===== src/rtl/mul_arbiter_if.sv =====
// Bundle of requester, response and multiplier handshake signals around mul_arbiter.
// Latency: none, wiring only.
// Backpressure: carried by the ready/ack signals of each channel; master = clients plus multiplier, slave = arbiter.
interface mul_arbiter_if #(
  parameter int N_REQ     = 4,
  parameter int WIDTH     = 64,
  parameter int TAG_DEPTH = 8
);
  localparam int CNT_W = $clog2(TAG_DEPTH + 1);

  // requester side
  logic [N_REQ-1:0]       req_valid;
  logic [N_REQ-1:0]       req_ready;
  logic [N_REQ*WIDTH-1:0] req_a;
  logic [N_REQ*WIDTH-1:0] req_b;

  // response side
  logic [N_REQ-1:0]       rsp_valid;
  logic [N_REQ-1:0]       rsp_ready;
  logic [WIDTH-1:0]       rsp_result;

  // multiplier issue and result side
  logic                   mul_valid;
  logic                   mul_ack;
  logic [WIDTH-1:0]       mul_a;
  logic [WIDTH-1:0]       mul_b;
  logic [WIDTH-1:0]       mul_result;
  logic                   mul_res_valid;
  logic                   mul_res_ready;

  // debug occupancy of the tag FIFO
  logic [CNT_W-1:0]       outstanding;

  // environment: client blocks plus the multiplier instance
  modport master (
    output req_valid, req_a, req_b, rsp_ready, mul_ack, mul_result, mul_res_valid,
    input  req_ready, rsp_valid, rsp_result, mul_valid, mul_a, mul_b, mul_res_ready, outstanding
  );

  // the arbiter itself
  modport slave (
    input  req_valid, req_a, req_b, rsp_ready, mul_ack, mul_result, mul_res_valid,
    output req_ready, rsp_valid, rsp_result, mul_valid, mul_a, mul_b, mul_res_ready, outstanding
  );
endinterface


===== src/rtl/mul_arbiter.sv =====
// Shares one pipelined multiplier among N_REQ requesters: round-robin grant, registered issue, in-order tag FIFO for result steering.
// Latency: request accepted at cycle T gives mul_valid at T+1; a result is presented to its requester in the cycle mul_res_valid is seen.
// Backpressure: loads stop while the issue register is stalled or TAG_DEPTH ops are in flight; a stalled head requester stalls the multiplier result port.
module mul_arbiter #(
  parameter int N_REQ     = 4,
  parameter int WIDTH     = 64,
  parameter int TAG_DEPTH = 8
) (
  input  logic         clk,
  input  logic         rst_n,
  mul_arbiter_if.slave bus
);
  localparam int IDX_W = (N_REQ > 1) ? $clog2(N_REQ) : 1;
  localparam int PTR_W = (TAG_DEPTH > 1) ? $clog2(TAG_DEPTH) : 1;
  localparam int CNT_W = $clog2(TAG_DEPTH + 1);

  // arbitration
  logic [IDX_W-1:0] rr_ptr;
  logic [IDX_W-1:0] winner;
  logic             found;
  logic             can_load;
  logic             load;
  logic [N_REQ-1:0] req_ready;

  // issue register
  logic             iss_vld;
  logic [WIDTH-1:0] iss_a;
  logic [WIDTH-1:0] iss_b;

  // tag FIFO
  logic [IDX_W-1:0] tag_mem [TAG_DEPTH];
  logic [PTR_W-1:0] wr_ptr;
  logic [PTR_W-1:0] rd_ptr;
  logic [CNT_W-1:0] count;
  logic [IDX_W-1:0] head;
  logic             fifo_ne;
  logic             pop;

  // result routing
  logic [N_REQ-1:0] rsp_valid;
  logic             mul_res_ready;

  // FIFO pointers wrap modulo TAG_DEPTH, which need not be a power of two
  function automatic logic [PTR_W-1:0] ptr_inc(input logic [PTR_W-1:0] p);
    return (p == PTR_W'(TAG_DEPTH - 1)) ? '0 : p + PTR_W'(1);
  endfunction

  // Round-robin search: first valid requester after the last winner, wrapping modulo N_REQ
  always_comb begin
    found  = 1'b0;
    winner = '0;
    for (int k = 1; k <= N_REQ; k++) begin
      if (!found && bus.req_valid[(int'(rr_ptr) + k) % N_REQ]) begin
        found  = 1'b1;
        winner = IDX_W'((int'(rr_ptr) + k) % N_REQ);
      end
    end
  end

  // A load needs a free (or freeing) issue slot and a free tag; rst_n gating keeps req_ready low during reset
  assign can_load = rst_n && (!iss_vld || bus.mul_ack) && (count < CNT_W'(TAG_DEPTH));
  assign load     = found && can_load;

  // One-hot ready to the winner only; never depends on the response side
  always_comb begin
    req_ready = '0;
    if (load) begin
      req_ready[winner] = 1'b1;
    end
  end

  // Round-robin pointer moves to the winner only on a load
  always_ff @(posedge clk or negedge rst_n) begin
    if (!rst_n) begin
      rr_ptr <= IDX_W'(N_REQ - 1);
    end else if (load) begin
      rr_ptr <= winner;
    end
  end

  // Issue register: holds operands until acked; load and ack in one cycle gives back-to-back issue
  always_ff @(posedge clk or negedge rst_n) begin
    if (!rst_n) begin
      iss_vld <= 1'b0;
      iss_a   <= '0;
      iss_b   <= '0;
    end else if (load) begin
      iss_vld <= 1'b1;
      iss_a   <= bus.req_a[int'(winner) * WIDTH +: WIDTH];
      iss_b   <= bus.req_b[int'(winner) * WIDTH +: WIDTH];
    end else if (bus.mul_ack) begin
      iss_vld <= 1'b0;
    end
  end

  // Tag storage: requester ID of each loaded op, written at the tail on load
  always_ff @(posedge clk) begin
    if (load) begin
      tag_mem[wr_ptr] <= winner;
    end
  end

  // Tag FIFO pointers and occupancy; simultaneous load and pop leave the count unchanged
  always_ff @(posedge clk or negedge rst_n) begin
    if (!rst_n) begin
      wr_ptr <= '0;
      rd_ptr <= '0;
      count  <= '0;
    end else begin
      if (load) begin
        wr_ptr <= ptr_inc(wr_ptr);
      end
      if (pop) begin
        rd_ptr <= ptr_inc(rd_ptr);
      end
      case ({load, pop})
        2'b10:   count <= count + CNT_W'(1);
        2'b01:   count <= count - CNT_W'(1);
        default: count <= count;
      endcase
    end
  end

  assign fifo_ne = (count != '0);
  assign head    = tag_mem[rd_ptr];

  // Steer the multiplier result to the requester at the FIFO head; an orphan result is never routed
  always_comb begin
    rsp_valid = '0;
    if (bus.mul_res_valid && fifo_ne) begin
      rsp_valid[head] = 1'b1;
    end
  end

  assign mul_res_ready = fifo_ne && bus.rsp_ready[head];
  assign pop           = bus.mul_res_valid && mul_res_ready;

  assign bus.req_ready     = req_ready;
  assign bus.mul_valid     = iss_vld;
  assign bus.mul_a         = iss_a;
  assign bus.mul_b         = iss_b;
  assign bus.rsp_valid     = rsp_valid;
  assign bus.rsp_result    = bus.mul_result;
  assign bus.mul_res_ready = mul_res_ready;
  assign bus.outstanding   = count;

  // A result with no tag in flight means the multiplier broke protocol
  a_no_orphan_result: assert property (@(posedge clk) disable iff (!rst_n)
    !(bus.mul_res_valid && !fifo_ne));

  // Operands must stay put while the multiplier refuses the issue
  a_issue_hold: assert property (@(posedge clk) disable iff (!rst_n)
    (iss_vld && !bus.mul_ack) |=> (iss_vld && $stable(iss_a) && $stable(iss_b)));

  // Occupancy can never exceed the tag capacity
  a_count_bound: assert property (@(posedge clk) disable iff (!rst_n)
    count <= CNT_W'(TAG_DEPTH));
endmodule


===== src/flat_wrapper.sv =====
// flat-port wrapper written by rule: the top's interface ports become plain ports
module mul_arbiter_flat 
#(
  parameter int N_REQ     = 4,
  parameter int WIDTH     = 64,
  parameter int TAG_DEPTH = 8
)
  (clk, rst_n, bus_req_valid, bus_req_a, bus_req_b, bus_rsp_ready, bus_mul_ack, bus_mul_result, bus_mul_res_valid, bus_req_ready, bus_rsp_valid, bus_rsp_result, bus_mul_valid, bus_mul_a, bus_mul_b, bus_mul_res_ready, bus_outstanding);
  mul_arbiter_if #(.N_REQ(N_REQ), .WIDTH(WIDTH), .TAG_DEPTH(TAG_DEPTH)) bus_i ();
  input  logic clk;
  input  logic rst_n;
  input wire logic [$bits(bus_i.req_valid)-1:0] bus_req_valid;
  input wire logic [$bits(bus_i.req_a)-1:0] bus_req_a;
  input wire logic [$bits(bus_i.req_b)-1:0] bus_req_b;
  input wire logic [$bits(bus_i.rsp_ready)-1:0] bus_rsp_ready;
  input wire logic [$bits(bus_i.mul_ack)-1:0] bus_mul_ack;
  input wire logic [$bits(bus_i.mul_result)-1:0] bus_mul_result;
  input wire logic [$bits(bus_i.mul_res_valid)-1:0] bus_mul_res_valid;
  output wire logic [$bits(bus_i.req_ready)-1:0] bus_req_ready;
  output wire logic [$bits(bus_i.rsp_valid)-1:0] bus_rsp_valid;
  output wire logic [$bits(bus_i.rsp_result)-1:0] bus_rsp_result;
  output wire logic [$bits(bus_i.mul_valid)-1:0] bus_mul_valid;
  output wire logic [$bits(bus_i.mul_a)-1:0] bus_mul_a;
  output wire logic [$bits(bus_i.mul_b)-1:0] bus_mul_b;
  output wire logic [$bits(bus_i.mul_res_ready)-1:0] bus_mul_res_ready;
  output wire logic [$bits(bus_i.outstanding)-1:0] bus_outstanding;
  assign bus_i.req_valid = bus_req_valid;
  assign bus_i.req_a = bus_req_a;
  assign bus_i.req_b = bus_req_b;
  assign bus_i.rsp_ready = bus_rsp_ready;
  assign bus_i.mul_ack = bus_mul_ack;
  assign bus_i.mul_result = bus_mul_result;
  assign bus_i.mul_res_valid = bus_mul_res_valid;
  assign bus_req_ready = bus_i.req_ready;
  assign bus_rsp_valid = bus_i.rsp_valid;
  assign bus_rsp_result = bus_i.rsp_result;
  assign bus_mul_valid = bus_i.mul_valid;
  assign bus_mul_a = bus_i.mul_a;
  assign bus_mul_b = bus_i.mul_b;
  assign bus_mul_res_ready = bus_i.mul_res_ready;
  assign bus_outstanding = bus_i.outstanding;
  mul_arbiter #(.N_REQ(N_REQ), .WIDTH(WIDTH), .TAG_DEPTH(TAG_DEPTH)) u_core (.clk(clk), .rst_n(rst_n), .bus(bus_i));
endmodule

===== config.mk =====
export PLATFORM = sky130hd
export DESIGN_NAME = mul_arbiter_flat
export DESIGN_NICKNAME = d
export VERILOG_FILES = /design/src/rtl/mul_arbiter_if.sv /design/src/rtl/mul_arbiter.sv /design/src/flat_wrapper.sv
export SDC_FILE = /design/constraint.sdc
export NUM_CORES = 1
export LEC_CHECK = 0
export ABC_AREA = 1
export BUFFER_PORTS_ARGS = -buffer_cell sky130_fd_sc_hd__buf_4
export CAP_MARGIN = 15
export CELL_PAD_IN_SITES_DETAIL_PLACEMENT = 0
export CELL_PAD_IN_SITES_GLOBAL_PLACEMENT = 1
export CORE_AREA = 2 2 306 308
export DETAILED_ROUTE_END_ITERATION = 8
export DIE_AREA = 0 0 308 310
export HOLD_SLACK_MARGIN = 0.06
export PLACE_DENSITY_LB_ADDON = 0.15
export SLEW_MARGIN = 20
export SYNTH_ARGS = -nofsm -noshare
export SYNTH_HDL_FRONTEND = slang
export SYNTH_SLANG_ARGS = --single-unit

===== constraint.sdc =====
create_clock -name clk -period 8.8 [get_ports clk]
set_clock_uncertainty 0.15 [all_clocks]
set_input_delay 0.44 -clock clk [delete_from_list [all_inputs] [get_ports clk]]
set_output_delay 0.44 -clock clk [all_outputs]
set_load 0.02 [all_outputs]

## After elaboration in Yosys (flattened, before gate mapping)

Memories as Yosys holds them, arrays and structs flattened.
Cells that the tools add are included.

- Add/subtract/negate cells: 8
- $lt $le $gt $ge: 9
- Eq/ne operators: 4
- Shifts and indexed selects: 2
- Mux-type cells: 35
- Bitwise logic cells: 4
- Reductions and logical operators: 23

Operators with widths:

| cell | number |
|---|---|
| indexed part select 256 x 9 -> 64 bit | 2 |
| two-way mux 1 bit | 19 |
| < comparator 3 x 4 -> 1 bit (second input constant) | 4 |
| logical AND 1 bit | 11 |
| binary-select mux 1 bit (select 2 bit) | 5 |
| two-way mux 2 bit | 4 |
| two-way mux 4 bit | 2 |
| one-hot mux 4 bit (2 select lines) | 1 |
| OR reduction 2 bit | 4 |
| adder 3 x 1 -> 3 bit (second input constant) | 2 |
| == test 3 bit (second input constant) | 2 |
| < comparator 2 x 3 -> 1 bit (second input constant) | 2 |
| two-way mux 3 bit | 2 |
| adder 2 x 1 -> 2 bit (second input constant) | 2 |
| adder 2 bit (second input constant) | 2 |
| adder 4 x 1 -> 4 bit (second input constant) | 1 |
| bitwise AND 1 bit (first input constant) | 4 |
| demux 1 bit (select 2 bit) | 2 |
| >= comparator 2 x 1 -> 1 bit (second input constant) | 2 |
| zero test 1 bit | 4 |
| < comparator 4 bit (second input constant) | 1 |
| nonzero test 2 bit | 2 |
| nonzero test 4 bit | 1 |
| subtractor 4 x 1 -> 4 bit (second input constant) | 1 |
| other kinds (3) | 3 |

- Register bits after elaboration: 141
- Bits in writable memories: 16
- Input bits: 588
- Memories: 1

Memory list:

| memory | depth | width | read ports | clocked after memory_dff | wr ports | RTL line | source |
|---|---|---|---|---|---|---|---|
| u_core.tag_mem | 8 | 2 | 1 | 0 | 1 | mul_arbiter.sv:31 | `logic [IDX_W-1:0] tag_mem [TAG_DEPTH];` |

## Logic depth before layout (Yosys ltp)

- Depth after elaboration: 21
- Mapped depth: 21

## Worst setup path after synthesis

No wires, ideal clock.

- Kind: flip-flop to flip-flop
- Start point: register u_core.rr_ptr[1]
- End point: register u_core.count[3], in the netlist u_core.bus.outstanding[3]
- Arrival: 2734 ps
- Setup slack: 5785 ps
- Cell stages (with the launch flop): 21
- Period minus slack after synthesis: 3015 ps
- Cells stage by stage: dfstp_2 buf_4 inv_2 nand2_1 nand2_2 nand2_1 nand2_1 nor3_2 nand2_1 nand2_4 buf_4 buf_2 ha_1 ha_1 nand2_1 nor2_1 a211oi_1 nor2_1 nor2_1 nand2_1 xnor2_1

- Word-level cells in the longest chain between the ends: 17
- Elaborated cells on any way between the ends: 31
- Those cells by class: add/sub (4); eq/ne (2); mux (17); reduce/logical (8)

Ends and longest elaborated chain:

| element | RTL line | source |
|---|---|---|
| from (decl) | mul_arbiter.sv:18 | `logic [IDX_W-1:0] rr_ptr;` |
| from (signal assigned) | mul_arbiter.sv:75 | `rr_ptr <= IDX_W'(N_REQ - 1);` |
| from (signal assigned) | mul_arbiter.sv:77 | `rr_ptr <= winner;` |
| adder 2 x 1 -> 2 bit | mul_arbiter.sv:53 | `if (!found && bus.req_valid[(int'(rr_ptr) + k) % N_REQ]) begin` |
| binary-select mux 1 bit (select 2 bit) | mul_arbiter.sv:53 |  |
| two-way mux 1 bit (not written as such) (2 in series) | mul_arbiter.sv:53 |  |
| two-way mux 1 bit | mul_arbiter.sv:53 |  |
| zero test 1 bit | mul_arbiter.sv:53 |  |
| logical AND 1 bit | mul_arbiter.sv:53 |  |
| two-way mux 1 bit | mul_arbiter.sv:53 |  |
| zero test 1 bit | mul_arbiter.sv:53 |  |
| logical AND 1 bit | mul_arbiter.sv:53 |  |
| two-way mux 1 bit | mul_arbiter.sv:53 |  |
| zero test 1 bit | mul_arbiter.sv:53 |  |
| logical AND 1 bit | mul_arbiter.sv:53 |  |
| two-way mux 1 bit (*) | mul_arbiter.sv:53 |  |
| logical AND 1 bit (*) | mul_arbiter.sv:62 | `assign load = found && can_load;` |
| == test 2 x 1 -> 1 bit / == test 2 bit (equally long branches) | mul_arbiter.sv:116 | `case ({load, pop})` |
| one-hot mux 4 bit (2 select lines) / nonzero test 2 bit (equally long branches) | n/a |  |
| to (signal assigned) | mul_arbiter.sv:117 | `2'b10: count <= count + CNT_W'(1);` |
| to (signal assigned) | mul_arbiter.sv:118 | `2'b01: count <= count - CNT_W'(1);` |
| to (signal assigned) | mul_arbiter.sv:119 | `default: count <= count;` |
| to (decl) | mul_arbiter.sv:34 | `logic [CNT_W-1:0] count;` |

Mark *: on every way between the ends. The rest lies on a longest branch, timed or not. The select of a mux whose other input is x is not followed.
A chain may end at the register's enable or synchronous reset.

## Final worst setup path

- Start point: register u_core.rr_ptr[0]
- End point: register u_core.iss_a[59], in the netlist u_core.bus.mul_a[59]

- Word-level cells in the longest chain between the ends: 15
- Elaborated cells on any way between the ends: 32
- Those cells by class: add/sub (4); shift (1); mux (20); reduce/logical (7)

Ends and longest elaborated chain:

| element | RTL line | source |
|---|---|---|
| adder 2 x 1 -> 2 bit | mul_arbiter.sv:53, mul_arbiter.sv:55 |  |
| binary-select mux 1 bit (select 2 bit) | mul_arbiter.sv:53 |  |
| two-way mux 1 bit (not written as such) (2 in series) | mul_arbiter.sv:53 |  |
| two-way mux 1 bit | mul_arbiter.sv:53 |  |
| zero test 1 bit | mul_arbiter.sv:53 |  |
| logical AND 1 bit | mul_arbiter.sv:53 |  |
| two-way mux 1 bit | mul_arbiter.sv:53 |  |
| zero test 1 bit | mul_arbiter.sv:53 |  |
| logical AND 1 bit | mul_arbiter.sv:53 |  |
| two-way mux 1 bit | mul_arbiter.sv:53 |  |
| zero test 1 bit | mul_arbiter.sv:53 |  |
| logical AND 1 bit | mul_arbiter.sv:53 |  |
| two-way mux 2 bit / two-way mux 1 bit (equally long branches) | mul_arbiter.sv:53 |  |
| indexed part select 256 x 9 -> 64 bit / logical AND 1 bit (equally long branches) | mul_arbiter.sv:89, mul_arbiter.sv:62 |  |
| to (signal assigned) | mul_arbiter.sv:89 | `iss_a <= bus.req_a[int'(winner) * WIDTH +: WIDTH];` |
| to (decl) | mul_arbiter.sv:27 | `logic [WIDTH-1:0] iss_a;` |

Parallel ways exist; a longest one is shown, timed or not. The select of a mux whose other input is x is not followed.

==> run metrics <==
status finished clean; largest net degree at the start of global routing 126; Antenna Nets Post-Route 0; Worst Setup Path Type flop to flop; post-synthesis average cell area 6.18 um^2; Critical Path Fanout Max 125; DRT iter0 DRCs ~860; max-cap violation count 0; worst hold slack 113 ps; detailed placement HPWL 53,200 um; synth top area cells dfrtp_1, nand2_1, nand3_1; clk sinks approximately 160; type of destination of the critical path flop; clk buf depth 2; VDD IR-drop max 0.433 mV; Layout fillers ~11,000; Die X approximately 310 um; slew margin rel. about a quarter; final WL 74,200 um; H-tree depth 4; Yosys cell types 33; NetSw 0.00475 W; routed vias 15,431; initial antenna violation count 6; minimum clock period 5400 ps; syn_nets about 2,700; area share of the largest cell type after synthesis ~27%; Yosys top cell by area dfrtp_1; DR vias/cell 3.95; cells along the critical path inv_4 -> nand2_1 -> nand2_1 -> o21ai_0 -> nand3_2 -> nand2_8 -> nand2_8 -> clkinv_2 -> buf_4 -> nand2_1 -> nand2_1 -> dlygate4sd3_1 -> nand2_1 -> nand3_1 -> dlygate4sd3_1; most frequent cell after synthesis nand2_1; highest cell delay on the worst timing path 770 ps; Core Area 92,500 um^2; clock power share 9.7%; global-route usage over all layers approximately 15%; top cells by count, synth nand2_1, inv_1, nand3_1, dfrtp_1, buf_4; Critical Path RT ~9000 ps; Initial Utilization a little over an eighth; Worst Path Arrival 5700 ps; first-pass GRT wire length between 100,000 and 150,000 um; Clock Pin Slew Worst Setup and Hold Paths 80 ps; fraction of layout cells with a size suffix above 1 between 20 and 30%; PortBufs 665; Pre-antenna DRT Iters 5; slowest cell on the critical path buf_4; die area 95,500 um^2; Synth Flop Type dfrtp_1; multi-input logic area 6260 um^2; setup bufs post-CTS 0; CTS buffer count 17; Period Utilization, post-route 61.4%; worst skew pair latency 510 ps; setup TNS 0 ps; synthesized area 12,700 um^2; Lkg Pwr 11.2 nW; RSZ-0062 raised after global routing no; f_max 185 MHz; register area share after synthesis between 30% and 40%; vias in the first global route 15,775; worst-margin pin slew 1100 ps; Gate Count Post-Synth ~2,100; die height 310 um; Switching Share about 57%; Seq pwr share 15.8%; number of synthesized flops with an enable pin 16; P&R area growth vs syn 57.9%; YS warnings 0; # IOs 794; Comb pwr share 74.5%; Setup-failing EPs final 0; CTS tree done; ys async rst share 89.8%; register area 4010 um^2; drt drc 0; fin. max-slew vios 0; final hold vios 0; Most common cell on crit path nand2_1; Seq cells post-synth ~160; WL per Instance 19.0 um; P_int 0.00365 W; PD cells 418 nW/um^2; number of gates resized after CTS 0; CTS root buf clkbuf_16; grt ovf 0; CP startpoint kind flop; Hold Path Class input pin to flop; gpl congestion ~0.79; Final nets approximately 3,300; Core Rows around 110
-- timing repair --
| action | 4_1_cts | 5_1_grt |
|---|---|---|
| endpoints found under the hold margin | 101 | 0 |
| hold buffers | 132 | 0 |
| endpoints found under the setup margin | 0 | 0 |
-- state kept, by name, summed over array words and instances (netlist names) --
| name | cells |
|---|---|
| u_core.bus.mul_a | 64 |
| u_core.bus.mul_b | 64 |
| u_core.bus.mul_valid | 1 |
| u_core.bus.outstanding | 4 |
| u_core.rd_ptr | 3 |
| u_core.rr_ptr | 2 |
| u_core.tag_mem | 16 |
| u_core.wr_ptr | 3 |
-- path summary, 6_finish.rpt --
kind | from | endpoint | slack [ps] | cells past startpoint
setup / recovery | u_core.rr_ptr[0] | u_core.bus.mul_a[59] | 3400 | 15
hold / removal | bus_req_a[43] | u_core.bus.mul_a[43] | 110 | 5
setup reg to reg | u_core.rr_ptr[0] | u_core.bus.mul_a[59] | 3400 | 15
hold reg to reg | u_core.bus.mul_b[46] | u_core.bus.mul_b[46] | 330 | 2
max in group asynchronous | rst_n | u_core.bus.mul_b[14] | 7040 | 3
min in group asynchronous | rst_n | u_core.bus.mul_b[43] | 290 | 2
-- cell type report --
class                   instances  share of cell area [%]
clock inverters                15                   0.767
flip-flops and latches        157                    20.0
repair buffers                816                    32.4
diodes                          4                  0.0499
clock buffers                  17                    2.12
multi-input cells            1378                    31.2
well taps                    1197                    7.46
inverters                     323                    6.08
-- through the flow --
| step | util, % | power (W) | instance area (um^2) | instances | worst slack [ps] |
|---|---|---|---|---|---|
| after floorplan | - | 0.00527 | 12700 | 2057 | 5790 |
| after CTS | 21.6 | 0.00861 | 20000 | 3901 | 3300 |
| after global placement | 19.6 | 0.00731 | 18100 | 3737 | 4280 |
| after global routing | 21.7 | 0.00923 | 20100 | 3907 | 2980 |
| final | 21.7 | 0.00839 | 20100 | 3907 | 3400 |
| after detailed placement | 19.6 | 0.00729 | 18100 | 3737 | 4330 |
-- critical path: cells and delay by family, from the launching register on --
kind	cells	cell delay (ps)
AOI/OAI and AO/OA	1	320
DFF	1	620
buffers and inverters	5	2360
and+or+nand+nor	9	1710
-- layer usage --
layer / GRT usage [%] / up-vias / wire (um) / share of wire [%]
met1: 17.0 / 7373 / 29400 / 40
met5: 0 / - / 16 / 0.022
li1: - / 7551 / - / -
met2: 27.0 / 416 / 38800 / 52
met4: 5.46 / 2 / 1760 / 2.4
met3: 3.74 / 89 / 4190 / 5.6
-- logic make-up (layout without fill, tap and decap cells) --
logic type / after synthesis / count (layout) / synth area share (%)
simple gates: 1348 / 1348 / 46.9
buf+inv: 522 / 1171 / 19.6
flops: 157 / 157 / 31.6
compound gates: 19 / 19 / 0.807
fa+ha+maj: 8 / 8 / 0.846
xor+xnor: 3 / 3 / 0.207
other cells: 0 / 4 / 0
-- power groups by stage --
stage	Sequential (W)	Combinational, W	Clock [W]
2_1_floorplan	0.00163	0.00364	0
3_3_place_gp	0.00134	0.00597	0
3_5_place_dp	0.00134	0.00595	0
4_1_cts	0.00133	0.00640	0.000874
5_1_grt	0.00137	0.00697	0.000892
6_report	0.00133	0.00625	0.000816
-- placed cells by master, fill, tap and decap left out, drive strengths merged --
cell         instances
xnor2                2
nor3                 6
dfrtp              139
xor2                 1
diode                4
o21bai               1
fa                   1
nand4               74
inv                330
ha                   7
o21a                 1
edfxtp              16
clkinv               4
nand3b              73
o21ai               13
a21oi                3
clkbuf              17
buf                684
nand3              313
bufinv               1
a211oi               1
nor2                34
nand2              848
dlygate4sd3        132
clkinvlp             3
dfstp                2
No activity file was read; power rests on OpenSTA's default activity.
